[src/rtl/rs_enc_if.sv]
// Symbol stream bundle between the RS encoder and its neighbours.
// The slave view is the encoder; the master view feeds and drains it.
interface rs_enc_if;
    logic       in_valid;
    logic       in_ready;
    logic [9:0] in_data;
    logic       out_valid;
    logic       out_ready;
    logic [9:0] out_data;
    logic       out_sop;
    logic       out_eop;

    modport master (
        output in_valid,
        output in_data,
        output out_ready,
        input  in_ready,
        input  out_valid,
        input  out_data,
        input  out_sop,
        input  out_eop
    );

    modport slave (
        input  in_valid,
        input  in_data,
        input  out_ready,
        output in_ready,
        output out_valid,
        output out_data,
        output out_sop,
        output out_eop
    );
endinterface

[src/rtl/rs_enc.sv]
// Systematic RS(N,K) encoder over GF(2^10), poly 0x409, 30 parity symbols.
// Define RS_ENC_CW_CNT_EN to add the 16-bit cw_cnt codeword counter port.
module rs_enc #(
    parameter int N = 544,
    parameter int K = 514
) (
    input  logic       clk,
    input  logic       rst_n,
    rs_enc_if.slave    bus
`ifdef RS_ENC_CW_CNT_EN
    ,
    output logic [15:0] cw_cnt
`endif
);

    localparam int P = N - K;

    typedef enum logic {
        MSG,
        PAR
    } state_t;

    function automatic logic [9:0] gf_mul(
        input logic [9:0] a,
        input logic [9:0] b
    );
        logic [9:0] r;
        logic [9:0] x;
        r = '0;
        x = a;
        for (int i = 0; i < 10; i++) begin
            if (b[i]) r = r ^ x;
            x = {x[8:0], 1'b0} ^ (x[9] ? 10'h009 : 10'h000);
        end
        return r;
    endfunction

    // g(x) = prod (x + alpha^i); the monic x^P term is implicit.
    function automatic logic [P-1:0][9:0] gen_poly();
        logic [P:0][9:0] g;
        logic [9:0]      a;
        g    = '0;
        g[0] = 10'd1;
        a    = 10'd1;
        for (int i = 0; i < P; i++) begin
            for (int k = P; k > 0; k--) g[k] = g[k-1] ^ gf_mul(g[k], a);
            g[0] = gf_mul(g[0], a);
            a    = gf_mul(a, 10'h002);
        end
        return g[P-1:0];
    endfunction

    localparam logic [P-1:0][9:0] G = gen_poly();

    state_t             state_q, state_d;
    logic [9:0]         cnt_q, cnt_d;
    logic [P-1:0][9:0]  par_q, par_d;
    logic               vld_q, vld_d;
    logic [9:0]         dat_q, dat_d;
    logic               sop_q, sop_d;
    logic               eop_q, eop_d;
    logic               adv;
    logic               in_rdy;
    logic [9:0]         fb;

    assign adv    = !vld_q || bus.out_ready;
    assign in_rdy = (state_q == MSG) && adv;
    assign fb     = bus.in_data ^ par_q[P-1];

    assign bus.in_ready  = in_rdy;
    assign bus.out_valid = vld_q;
    assign bus.out_data  = dat_q;
    assign bus.out_sop   = sop_q;
    assign bus.out_eop   = eop_q;

    always_comb begin
        state_d = state_q;
        cnt_d   = cnt_q;
        par_d   = par_q;
        vld_d   = vld_q;
        dat_d   = dat_q;
        sop_d   = sop_q;
        eop_d   = eop_q;
        unique case (state_q)
            MSG: begin
                if (bus.in_valid && in_rdy) begin
                    dat_d    = bus.in_data;
                    vld_d    = 1'b1;
                    sop_d    = (cnt_q == 10'd0);
                    eop_d    = 1'b0;
                    par_d[0] = gf_mul(fb, G[0]);
                    for (int j = 1; j < P; j++)
                        par_d[j] = par_q[j-1] ^ gf_mul(fb, G[j]);
                    if (cnt_q == 10'(K - 1)) begin
                        state_d = PAR;
                        cnt_d   = '0;
                    end else begin
                        cnt_d = cnt_q + 10'd1;
                    end
                end else if (adv) begin
                    vld_d = 1'b0;
                end
            end
            PAR: begin
                if (adv) begin
                    dat_d    = par_q[P-1];
                    vld_d    = 1'b1;
                    sop_d    = 1'b0;
                    eop_d    = (cnt_q == 10'(P - 1));
                    par_d[0] = '0;
                    for (int j = 1; j < P; j++) par_d[j] = par_q[j-1];
                    // Shifting zeros in leaves the LFSR clear for the next codeword.
                    if (cnt_q == 10'(P - 1)) begin
                        state_d = MSG;
                        cnt_d   = '0;
                    end else begin
                        cnt_d = cnt_q + 10'd1;
                    end
                end
            end
            default: state_d = MSG;
        endcase
    end

    always_ff @(posedge clk or negedge rst_n) begin
        if (!rst_n) begin
            state_q <= MSG;
            cnt_q   <= '0;
            par_q   <= '0;
            vld_q   <= 1'b0;
            dat_q   <= '0;
            sop_q   <= 1'b0;
            eop_q   <= 1'b0;
        end else begin
            state_q <= state_d;
            cnt_q   <= cnt_d;
            par_q   <= par_d;
            vld_q   <= vld_d;
            dat_q   <= dat_d;
            sop_q   <= sop_d;
            eop_q   <= eop_d;
        end
    end

`ifdef RS_ENC_CW_CNT_EN
    logic [15:0] cw_cnt_q, cw_cnt_d;

    assign cw_cnt_d = (vld_q && bus.out_ready && eop_q) ? cw_cnt_q + 16'd1 : cw_cnt_q;
    assign cw_cnt   = cw_cnt_q;

    always_ff @(posedge clk or negedge rst_n) begin
        if (!rst_n) cw_cnt_q <= '0;
        else        cw_cnt_q <= cw_cnt_d;
    end
`endif

endmodule

[src/flat_wrapper.sv]
// flat-port wrapper written by rule: the top's interface ports become plain ports
module rs_enc_flat 
#(
    parameter int N = 544,
    parameter int K = 514
)
  (clk, rst_n, bus_in_valid, bus_in_data, bus_out_ready, bus_in_ready, bus_out_valid, bus_out_data, bus_out_sop, bus_out_eop);
  rs_enc_if bus_i ();
  input  logic clk;
  input  logic rst_n;
  input wire logic [$bits(bus_i.in_valid)-1:0] bus_in_valid;
  input wire logic [$bits(bus_i.in_data)-1:0] bus_in_data;
  input wire logic [$bits(bus_i.out_ready)-1:0] bus_out_ready;
  output wire logic [$bits(bus_i.in_ready)-1:0] bus_in_ready;
  output wire logic [$bits(bus_i.out_valid)-1:0] bus_out_valid;
  output wire logic [$bits(bus_i.out_data)-1:0] bus_out_data;
  output wire logic [$bits(bus_i.out_sop)-1:0] bus_out_sop;
  output wire logic [$bits(bus_i.out_eop)-1:0] bus_out_eop;
  assign bus_i.in_valid = bus_in_valid;
  assign bus_i.in_data = bus_in_data;
  assign bus_i.out_ready = bus_out_ready;
  assign bus_in_ready = bus_i.in_ready;
  assign bus_out_valid = bus_i.out_valid;
  assign bus_out_data = bus_i.out_data;
  assign bus_out_sop = bus_i.out_sop;
  assign bus_out_eop = bus_i.out_eop;
  rs_enc #(.N(N), .K(K)) u_core (.clk(clk), .rst_n(rst_n), .bus(bus_i));
endmodule
[config.mk]
export PLATFORM = sky130hd
export DESIGN_NAME = rs_enc_flat
export DESIGN_NICKNAME = d
export VERILOG_FILES = /design/src/rtl/rs_enc_if.sv /design/src/rtl/rs_enc.sv /design/src/flat_wrapper.sv
export SDC_FILE = /design/constraint.sdc
export NUM_CORES = 1
export LEC_CHECK = 0
export CAP_MARGIN = 30
export CORE_UTILIZATION = 60
export DETAILED_ROUTE_END_ITERATION = 16
export PLACE_DENSITY = 0.85
export SLEW_MARGIN = 40
export SYNTH_ARGS = -nofsm -noshare
export SYNTH_HDL_FRONTEND = slang
export SYNTH_SLANG_ARGS = --single-unit
[constraint.sdc]
create_clock -name clk -period 3.1 [get_ports clk]
set_clock_uncertainty 0.05 [all_clocks]
set_input_delay 0.31 -clock clk [delete_from_list [all_inputs] [get_ports clk]]
set_output_delay 0.31 -clock clk [all_outputs]
set_load 0.02 [all_outputs]
==> summary.md, run 1 <==
| Metric | Value |
|---|---|
| Grt met2 use | 54.10% |
| Residual overflow from global routing | 0 |
| Minimum hold slack | roughly 260 ps |
| Inserted Clock Buffers | 37 |
| Routed WL per cell | roughly 22 um |
| Ports placed on the boundary | 28 |
| Result of the run | finished clean |
| Mean area per synthesized cell | between 9 and 10 um2 |
| Layout Cells excl Fill | 2561 |
| Final RePlAce weighted congestion | roughly 0.99 |
| Count of unique library cells instantiated by Yosys | 46 |
| Root Buffer | clkbuf_16 |
| Utilization after layout | a little over two thirds |
| Layout-stage area growth over the synthesis result | 14.67% |
| H-Tree Level Count | 2 |
| CTS tree | built |
| Type of the worst setup path | flop to flop |
| Placed Cells incl. Taps | between 2000 and 2500 |
| Residual antenna-violating net count after detailed routing | 0 |
| Internal reg-to-reg setup slack | a little over 40 ps |
| Most repeated cell in the gate-level netlist after synthesis | xnor2_1 |
| Initial cell density of the core | 61.20% |
| GR met1 Demand/Resource | 44.25% |
| Via count normalized by instance count | approximately 6 |
| Initial drt markers | 1952 |
| TritonCTS sink count | approximately 320 |
| X dimension of the die | roughly 180 um |
| Maximum clock rate | 326.8 MHz |
| Number of hold-slack violations in the final timing report | 0 |
| Die Span Y | 184.4 um |
| Most used routing layer in global routing | met2 |
| Yosys warning total | 0 |
| Wire length of the first global-routing pass | 87.88 mm |
| Minimum clock period after layout | between 3000 and 4000 ps |
| Critical path buffer and inverter count | 1 |
| Sequential share of the synthesized area | 40.62% |
| Unrepaired setup endpoints after global routing | false |
| Largest fanout on the critical path | 9 |
| # diodes | 0 |
| Mapped cell area | 19960 um2 |
| Share of Yosys cell area claimed by the top area cell type | 40.62% |
| Pins Over Slew Limit | 0 |
| Post-synthesis cell count | 2020 |
| Syn nets | 2037 |
| Top flip-flop cell by instance count after synthesis | dfrtp_1 |
| Crit path launch type | flop |
| Area of the core region | 32620 um2 |
| Element type at the critical path end | flop |
| Remaining routing DRC violations | 0 |
| Worst Path Required | roughly 3500 ps |
| Count of state elements after synthesis | 324 |
| Nets@finish | 2107 |
| Clock Latency Late Sink | about 530 ps |
| Number of synthesized flops with an enable pin | 0 |
| Port Buf Inserts | 27 |
| Post-CTS Setup Bufs | 0 |
| Fraction of layout cells with a size suffix above 1 | 11.89% |
| Largest delay contributor family on the critical path | XOR/XNOR gates |
| Max Cap Viol | 0 |
| Die ar. | 34000 um2 |
| Most area-hungry cell type in the Yosys netlist | dfrtp_1 |
| Met3 capacity usage during global routing | 9.109% |
| Proportion of synthesized flip-flops having asynchronous set or reset | 100.0% |
| Total routing usage reported by global routing | 34.63% |
| Worst path setup slack after routing | 40.38 ps |
| Actual slew at the worst max-slew pin | 880.8 ps |
| Critical path, cell by cell | xnor2_4 > xnor3_1 > buf_4 > xnor2_1 > xor3_1 > or3_1 > a31oi_1 |
| Library cell contributing the largest single delay on the critical path | dfrtp_1 |
| Top cells by area, synth | dfrtp_1, xnor2_1, xnor3_1 |
| First-pass detailed-route iteration total | 7 |
| Initial antenna violation count | 0 |
| Delay of the slowest cell on the worst path | 570 ps |
| Number of vias after detailed routing | ~15000 |
| Number of buffers between clock root and the deepest sink | 3 |
| Worst max-slew margin expressed relative to the limit | 40.85% |
| Total setup violations reported at the end of the flow | 0 |
| Most instantiated cells after synthesis | xnor2_1, dfrtp_1, o21ai_0 |
| Final worst path period share | 98.70% |
| Arrival time of the worst setup path | around 3500 ps |
| Final HPWL DP | 38.44 mm |
| Overall routed net length | around 57 mm |
| Rows | 66 |
| Classification of the worst-slack hold path | input port to asynchronous set/reset pin |
| Clock slew at reported path FFs | 70 ps |
| Via count of the first global-routing pass | 15290 |
| Maximum number of pins on one net before global-route repair | 123 |
| Placement Setup Slack | -157.2 ps |
[flip-flops by register name, indices dropped and copies added (netlist names)]
register              cells
u_core.bus.out_data      10
u_core.bus.out_eop        1
u_core.state_q            1
u_core.bus.out_valid      1
u_core.cnt_q             10
u_core.par_q            300
u_core.bus.out_sop        1
[cell usage in the layout, fill, tap and decap left out, drive strengths merged]
cell / n
a21boi: 4
a21o: 1
a21oi: 5
a22o: 11
a31oi: 57
and2: 6
and3: 2
buf: 141
bufinv: 3
clkbuf: 52
clkdlybuf4s50: 26
clkinv: 11
dfrtp: 324
dlygate4sd3: 1
ha: 3
inv: 5
mux2: 2
mux2i: 14
nand2: 257
nand2b: 8
nand3: 4
nand4: 6
nand4b: 1
nor2: 242
nor2b: 2
nor3: 4
nor3b: 4
nor4: 2
o21a: 2
o21ai: 303
o22ai: 1
o31a: 6
o31ai: 1
or2: 1
or3: 57
xnor2: 425
xnor3: 85
xor2: 33
xor3: 7
[final cells by class]
cell class	count	area, um2
tap	442	553.0
fill	2245	9729
clock buffer	52	1095
timing repair buffer	168	1587
multi-input combinational	1556	11370
sequential	324	8112
inverter	3	11.26
clock inverter	16	165.2
[final timing paths]
kind / startpoint / endpoint / depth (start not counted)
min in group clk: u_core.bus.out_sop / u_core.bus.out_sop / 2
worst max-delay path: u_core.par_q[298] / u_core.par_q[139] / 7
worst min-delay path: rst_n / u_core.par_q[281] / 2
worst max register to register: u_core.par_q[298] / u_core.par_q[139] / 7
worst min register to register: u_core.bus.out_sop / u_core.bus.out_sop / 2
max in group asynchronous: rst_n / u_core.par_q[43] / 3
[kinds of logic (layout without fill, tap and decap cells)]
kind of cell / after synthesis / in the layout / share of synthesized area, %
xor gates and xnor gates: 550 / 550 / 32.57
and+or+nand+nor: 596 / 596 / 12.42
DFF: 324 / 324 / 40.62
AOI/OAI and AO/OA: 391 / 391 / 10.59
buffers and inverters: 140 / 239 / 2.796
adders and majority gates: 3 / 3 / 0.1881
muxes: 16 / 16 / 0.8148
[stage by stage]
step | TNS [ps] | cell area (um2)
after floorplan | 0 | 19960
after global placement | -283.8 | 21610
after detailed placement | -541.1 | 21620
after CTS | 0 | 22890
after global routing | 0 | 22890
final | 0 | 22890
[metal layers]
metal  vias up  wire, um
met5         -         0
met4         0      3247
met3       234      6005
met2       847     25850
met1      7398     21650
li1       6827         -
[what timing repair did]
action	CTS	global route
hold buffers	1	0
gates resized for setup	0	0
hold endpoints to repair	48	0
Power of run 1 is left out: the tool's default activity adds up to more than one toggle a clock period on the data nets, which glitch-free logic cannot reach.
==> inputs of run 2 (changes only) <==
SETUP_SLACK_MARGIN = 0.05   (was unset)
==> run 2 against run 1 <==
Against the previous run: critical path depth is the same; first-iteration DRC count is 9.5% lower; worst hold slack gained 2.5 ps; die area unchanged; critical path type unchanged; non-clock buffer count rose by 1; via count shrank 0.23%; clock-buffer cell count unchanged; fmax is 3.5% higher; design area rose by 0.11%.
==> summary.md, run 2 (synthesized netlist as in run 1, its figures left out) <==
| Metric | Value |
|---|---|
| Result of the run | finished clean |
| Number of vias after detailed routing | 15270 |
| Unrepaired setup endpoints after global routing | false |
| TritonCTS sink count | approximately 320 |
| Total routing usage reported by global routing | 34.63% |
| Most common cell after layout, fill and taps aside | xnor2_1 |
| Element type at the critical path end | flop |
| Initial antenna violation count | 0 |
| Initial cell density of the core | 61.20% |
| First-pass detailed-route iteration total | 5 |
| Number of hold-slack violations in the final timing report | 0 |
| Clock slew at reported path FFs | 60 ps |
| Delay of the slowest cell on the worst path | 520 ps |
| Type of the worst setup path | flop to flop |
| Classification of the worst-slack hold path | input port to asynchronous set/reset pin |
| Final worst path period share | 95.34% |
| Fill count | ~2200 |
| Clock Latency Late Sink | 530 ps |
| Die Span Y | 184.4 um |
| Largest register FFs | 300 |
| Library cell contributing the largest single delay on the critical path | xnor2_4 |
| Residual overflow from global routing | 0 |
| Wire length of the first global-routing pass | 87.88 mm |
| Minimum hold slack | 258.5 ps |
| Max Cap Viol | 0 |
| Port Buf Inserts | 27 |
| Area of the core region | between 30000 and 40000 um2 |
| Total setup violations reported at the end of the flow | 0 |
| Residual antenna-violating net count after detailed routing | 0 |
| Root Buffer | clkbuf_16 |
| Maximum number of pins on one net before global-route repair | between 100 and 150 |
| Pins Over Slew Limit | 0 |
| Arrival time of the worst setup path | 3310 ps |
| Minimum clock period after layout | 2956 ps |
| Via count normalized by instance count | 5.961 |
| Worst max-slew margin expressed relative to the limit | 42.25% |
| Critical path, cell by cell | xnor2_4 > buf_4 > xnor3_1 > xnor2_1 > mux2i_1 > xor2_1 > o21ai_0 |
| Commonest cells after routing, fill and taps aside | xnor2_1, dfrtp_1, o21ai_0 |
| Remaining routing DRC violations | 0 |
| Layout-stage area growth over the synthesis result | 14.80% |
| Fraction of layout cells with a size suffix above 1 | 11.98% |
| Routed WL per cell | roughly 22 um |
| Nets@finish | ~2100 |
| Actual slew at the worst max-slew pin | 860.0 ps |
| H-Tree Level Count | 2 |
| Maximum clock rate | 338.3 MHz |
| Rows | 66 |
| Top reg by flops | u_core.par_q |
| Die ar. | 34000 um2 |
| Final RePlAce weighted congestion | 0.9889 |
| Initial drt markers | 1767 |
| Inserted Clock Buffers | 37 |
| X dimension of the die | 184.4 um |
| Final HPWL DP | between 30 and 40 mm |
| Via count of the first global-routing pass | 15290 |
| Number of buffers between clock root and the deepest sink | 3 |
| Overall routed net length | 56.79 mm |
| Crit path launch type | flop |
| # diodes | 0 |
| CTS tree | built |
| Worst Path Required | 3450 ps |
| Largest fanout on the critical path | 8 |
| Ports placed on the boundary | 28 |
## run 2: cell count changes in the layout (fill, tap and decap cells not counted)
cell	delta
buf_4	+1
xnor2_1	-1
xnor2_4	+1
## run 2: path summary, 6_finish.rpt
path	start	endpoint	slack, ps	cells after the start
max	u_core.par_q[292]	u_core.par_q[150]	140	7
min	rst_n	u_core.par_q[281]	260	2
max reg2reg	u_core.par_q[292]	u_core.par_q[150]	140	7
min reg2reg	u_core.bus.out_sop	u_core.bus.out_sop	410	2
max in group asynchronous	rst_n	u_core.par_q[186]	1700	3
min in group clk	u_core.bus.out_sop	u_core.bus.out_sop	410	2
## run 2: repair_timing
item	4_1_cts	5_1_grt
gates resized for setup	0	2
setup buffers	0	1
hold endpoints to repair	48	0
setup endpoints to repair	0	4
hold buffers	1	0
## run 2: through the flow
stage / util, % / area, um2 / std cells / setup TNS [ps] / worst slack, ps
6_report: 70.25 / 22920 / 2562 / 0 / 144.3
5_1_grt: 70.25 / 22920 / 2562 / 0 / 46.48
4_1_cts: 70.17 / 22890 / 2561 / 0 / 140.2
3_5_place_dp: 66.28 / 21620 / 2492 / -541.1 / -157.2
3_3_place_gp: 66.24 / 21610 / 2492 / -283.8 / -116.5
2_1_floorplan: - / 19960 / 2020 / 0 / 464.8
## run 2: layout make-up
| type | count | area (um2) | area share, % |
|---|---|---|---|
| flip-flops and latches | 324 | 8112 | 35.40 |
| clock inverters | 16 | 165.2 | 0.7207 |
| inverters | 3 | 11.26 | 0.04914 |
| repair buffers | 169 | 1594 | 6.956 |
| well taps | 442 | 553.0 | 2.413 |
| multi-input cells | 1556 | 11390 | 49.69 |
| clock buffers | 52 | 1095 | 4.778 |
## run 2: worst max-delay path: cells and delay by family (launching register included)
kind,cells,cell delay [ps]
xor+xnor,4,1560
compound gates,1,90
buf+inv,1,230
flops,1,450
mux,1,450
## run 2: routing by layer
layer	part of all wire, %	GRT usage, %	vias to the layer above
li1	-	-	6819
met1	38	44.25	7395
met2	45	54.10	829
met3	11	9.109	228
met4	5.9	18.37	0
met5	0	0	-
Power of run 2 is left out for the same reason.
==> inputs of run 3 (changes only) <==
CORE_UTILIZATION = 25   (was 60)
PLACE_DENSITY = 0.47   (was 0.85)
==> run 3 against run 2 <==
Against the previous run: flip-flop and latch count unchanged; worst hold slack better by 47 ps; register-to-register slack barely moved; clock-buffer cell count rose by 7; sequential share of layout area shrank 2.1 points; design area up 6.5%; setup slack got worse by 5.2 ps; first-iteration DRC count decreased by 40%; fmax fell by 0.18%; non-clock buffer count grew 64; utilization fell by 39 points.
==> summary.md, run 3 (synthesized netlist as in run 1, its figures left out) <==
| Metric | Value |
|---|---|
| Arrival time of the worst setup path | 3380 ps |
| Library cell contributing the largest single delay on the critical path | dfrtp_1 |
| Delay of the slowest cell on the worst path | 510 ps |
| Via count of the first global-routing pass | 14490 |
| Element type at the critical path end | flop |
| Number of buffers between clock root and the deepest sink | 3 |
| Result of the run | finished clean |
| Layout Cells excl Fill | about 3200 |
| TritonCTS sink count | 324 |
| First-pass detailed-route iteration total | 5 |
| Final worst path period share | 95.51% |
| Ports placed on the boundary | 28 |
| Layout-stage area growth over the synthesis result | 22.21% |
| Start of the worst register-to-register path | u_core.par_q[298] |
| Root Buffer | clkbuf_16 |
| Number of hold-slack violations in the final timing report | 0 |
| CTS tree | built |
| Type of the worst setup path | flop to flop |
| Endpoint of the most critical register-to-register path | u_core.par_q[56] |
| H-Tree Level Count | 2 |
| # diodes | 0 |
| Crit path launch type | flop |
| Number of vias after detailed routing | 14500 |
| Classification of the worst-slack hold path | input port to asynchronous set/reset pin |
| Pins Over Slew Limit | 0 |
| Inserted Clock Buffers | between 40 and 50 |
| Maximum number of pins on one net before global-route repair | 125 |
| Largest fanout on the critical path | 8 |
| Largest delay contributor family on the critical path | XOR/XNOR gates |
| Die Span Y | about 280 um |
| Critical path launch point | u_core.par_q[298] |
| Maximum clock rate | 337.7 MHz |
| Actual slew at the worst max-slew pin | 813.8 ps |
| Overall routed net length | about 66 mm |
| Die ar. | 80980 um2 |
| Total setup violations reported at the end of the flow | 0 |
| Unrepaired setup endpoints after global routing | false |
| Nets@finish | 2176 |
| Total routing usage reported by global routing | 16.44% |
| Port Buf Inserts | 27 |
| Final RePlAce weighted congestion | 0.8877 |
| Initial drt markers | 1059 |
| Routed WL per cell | 20.40 um |
| Worst Path Required | between 3000 and 4000 ps |
| Rows | 103 |
| Top reg by flops | u_core.par_q |
| Fraction of layout cells with a size suffix above 1 | 14.68% |
| Critical path buffer and inverter count | 3 |
| Cell with the most instances on the worst path | buf_4 |
| Max Cap Viol | 0 |
| Most common cell after layout, fill and taps aside | xnor2_1 |
| Wire length of the first global-routing pass | 98.91 mm |
| Internal reg-to-reg setup slack | 140 ps |
| Initial antenna violation count | 0 |
| Minimum hold slack | approximately 300 ps |
| Number of cells on the worst reg-to-reg path | 9 |
| Final HPWL DP | 47.31 mm |
| Initial cell density of the core | 25.27% |
| Clock Latency Late Sink | 570 ps |
| Worst max-slew margin expressed relative to the limit | 45.48% |
| Largest register FFs | 300 |
| Area of the core region | 79000 um2 |
| Minimum clock period after layout | 2961 ps |
| Via count normalized by instance count | 4.480 |
| Residual antenna-violating net count after detailed routing | 0 |
| Critical path, cell by cell | xor2_4 > buf_12 > xnor2_2 > buf_4 > xnor2_4 > buf_4 > xnor3_1 > or3_1 > a31oi_1 |
| X dimension of the die | about 280 um |
| Placed Cells incl. Taps | ~3200 |
| Commonest cells after routing, fill and taps aside | xnor2_1, dfrtp_1, o21ai_0 |
| Clock slew at reported path FFs | ~60 ps |
| Residual overflow from global routing | 0 |
| Remaining routing DRC violations | 0 |
run 3: cell type report:
type / instances / area [um2]
multi-input cells: 1556 / 11410
well taps: 1050 / 1314
repair buffers: 233 / 2207
clock buffers: 59 / 1174
clock inverters: 12 / 167.7
fillers: 8120 / 54600
flip-flops and latches: 324 / 8112
inverters: 3 / 11.26
run 3: routing by layer:
layer	wire, um	share of wire [%]	up-vias	global-route usage (%)
met3	2905	4.4	73	2.424
met2	31030	47	278	26.70
met4	1319	2.0	0	3.831
li1	-	-	6964	-
met5	0	0	-	0
met1	30770	47	7188	22.93
run 3: how the worst max path moves through the flow:
stage               depth (start not counted)           endpoint  slack, ps
detailed placement                          8  u_core.par_q[157]       -350
CTS                                         9  u_core.par_q[190]         60
global route                                7  u_core.par_q[157]         60
global placement                            8  u_core.par_q[157]       -360
floorplan                                   7   u_core.par_q[57]        460
finish                                      9   u_core.par_q[56]        140
run 3: worst register-to-register path: stages, from the launching register on:
cell and delay (ps):
dfrtp_1 510, xor2_4 240, buf_12 160, xnor2_2 420, buf_4 220, xnor2_4 170, buf_4 200, xnor3_1 380
or3_1 340, a31oi_1 170
run 3: through the flow:
stage	worst slack, ps	area [um2]	TNS (ps)	utilization, %
after floorplan	464.8	19960	0	-
after global placement	-357.1	22910	-6203	29.00
after detailed placement	-354.8	22930	-6258	29.03
after CTS	56.98	24370	0	30.85
after global routing	63.11	24390	0	30.88
final	139.1	24390	0	30.88
run 3: what timing repair did:
| action | CTS | global route |
|---|---|---|
| gates resized for setup | 2 | 3 |
| hold buffers | 1 | 0 |
| endpoints found under the setup margin | 3 | 6 |
| setup buffers | 6 | 1 |
| gates cloned | 0 | 0 |
| endpoints found under the hold margin | 65 | 0 |
| pin swaps | 1 | 1 |
Power of run 3 is left out for the same reason.
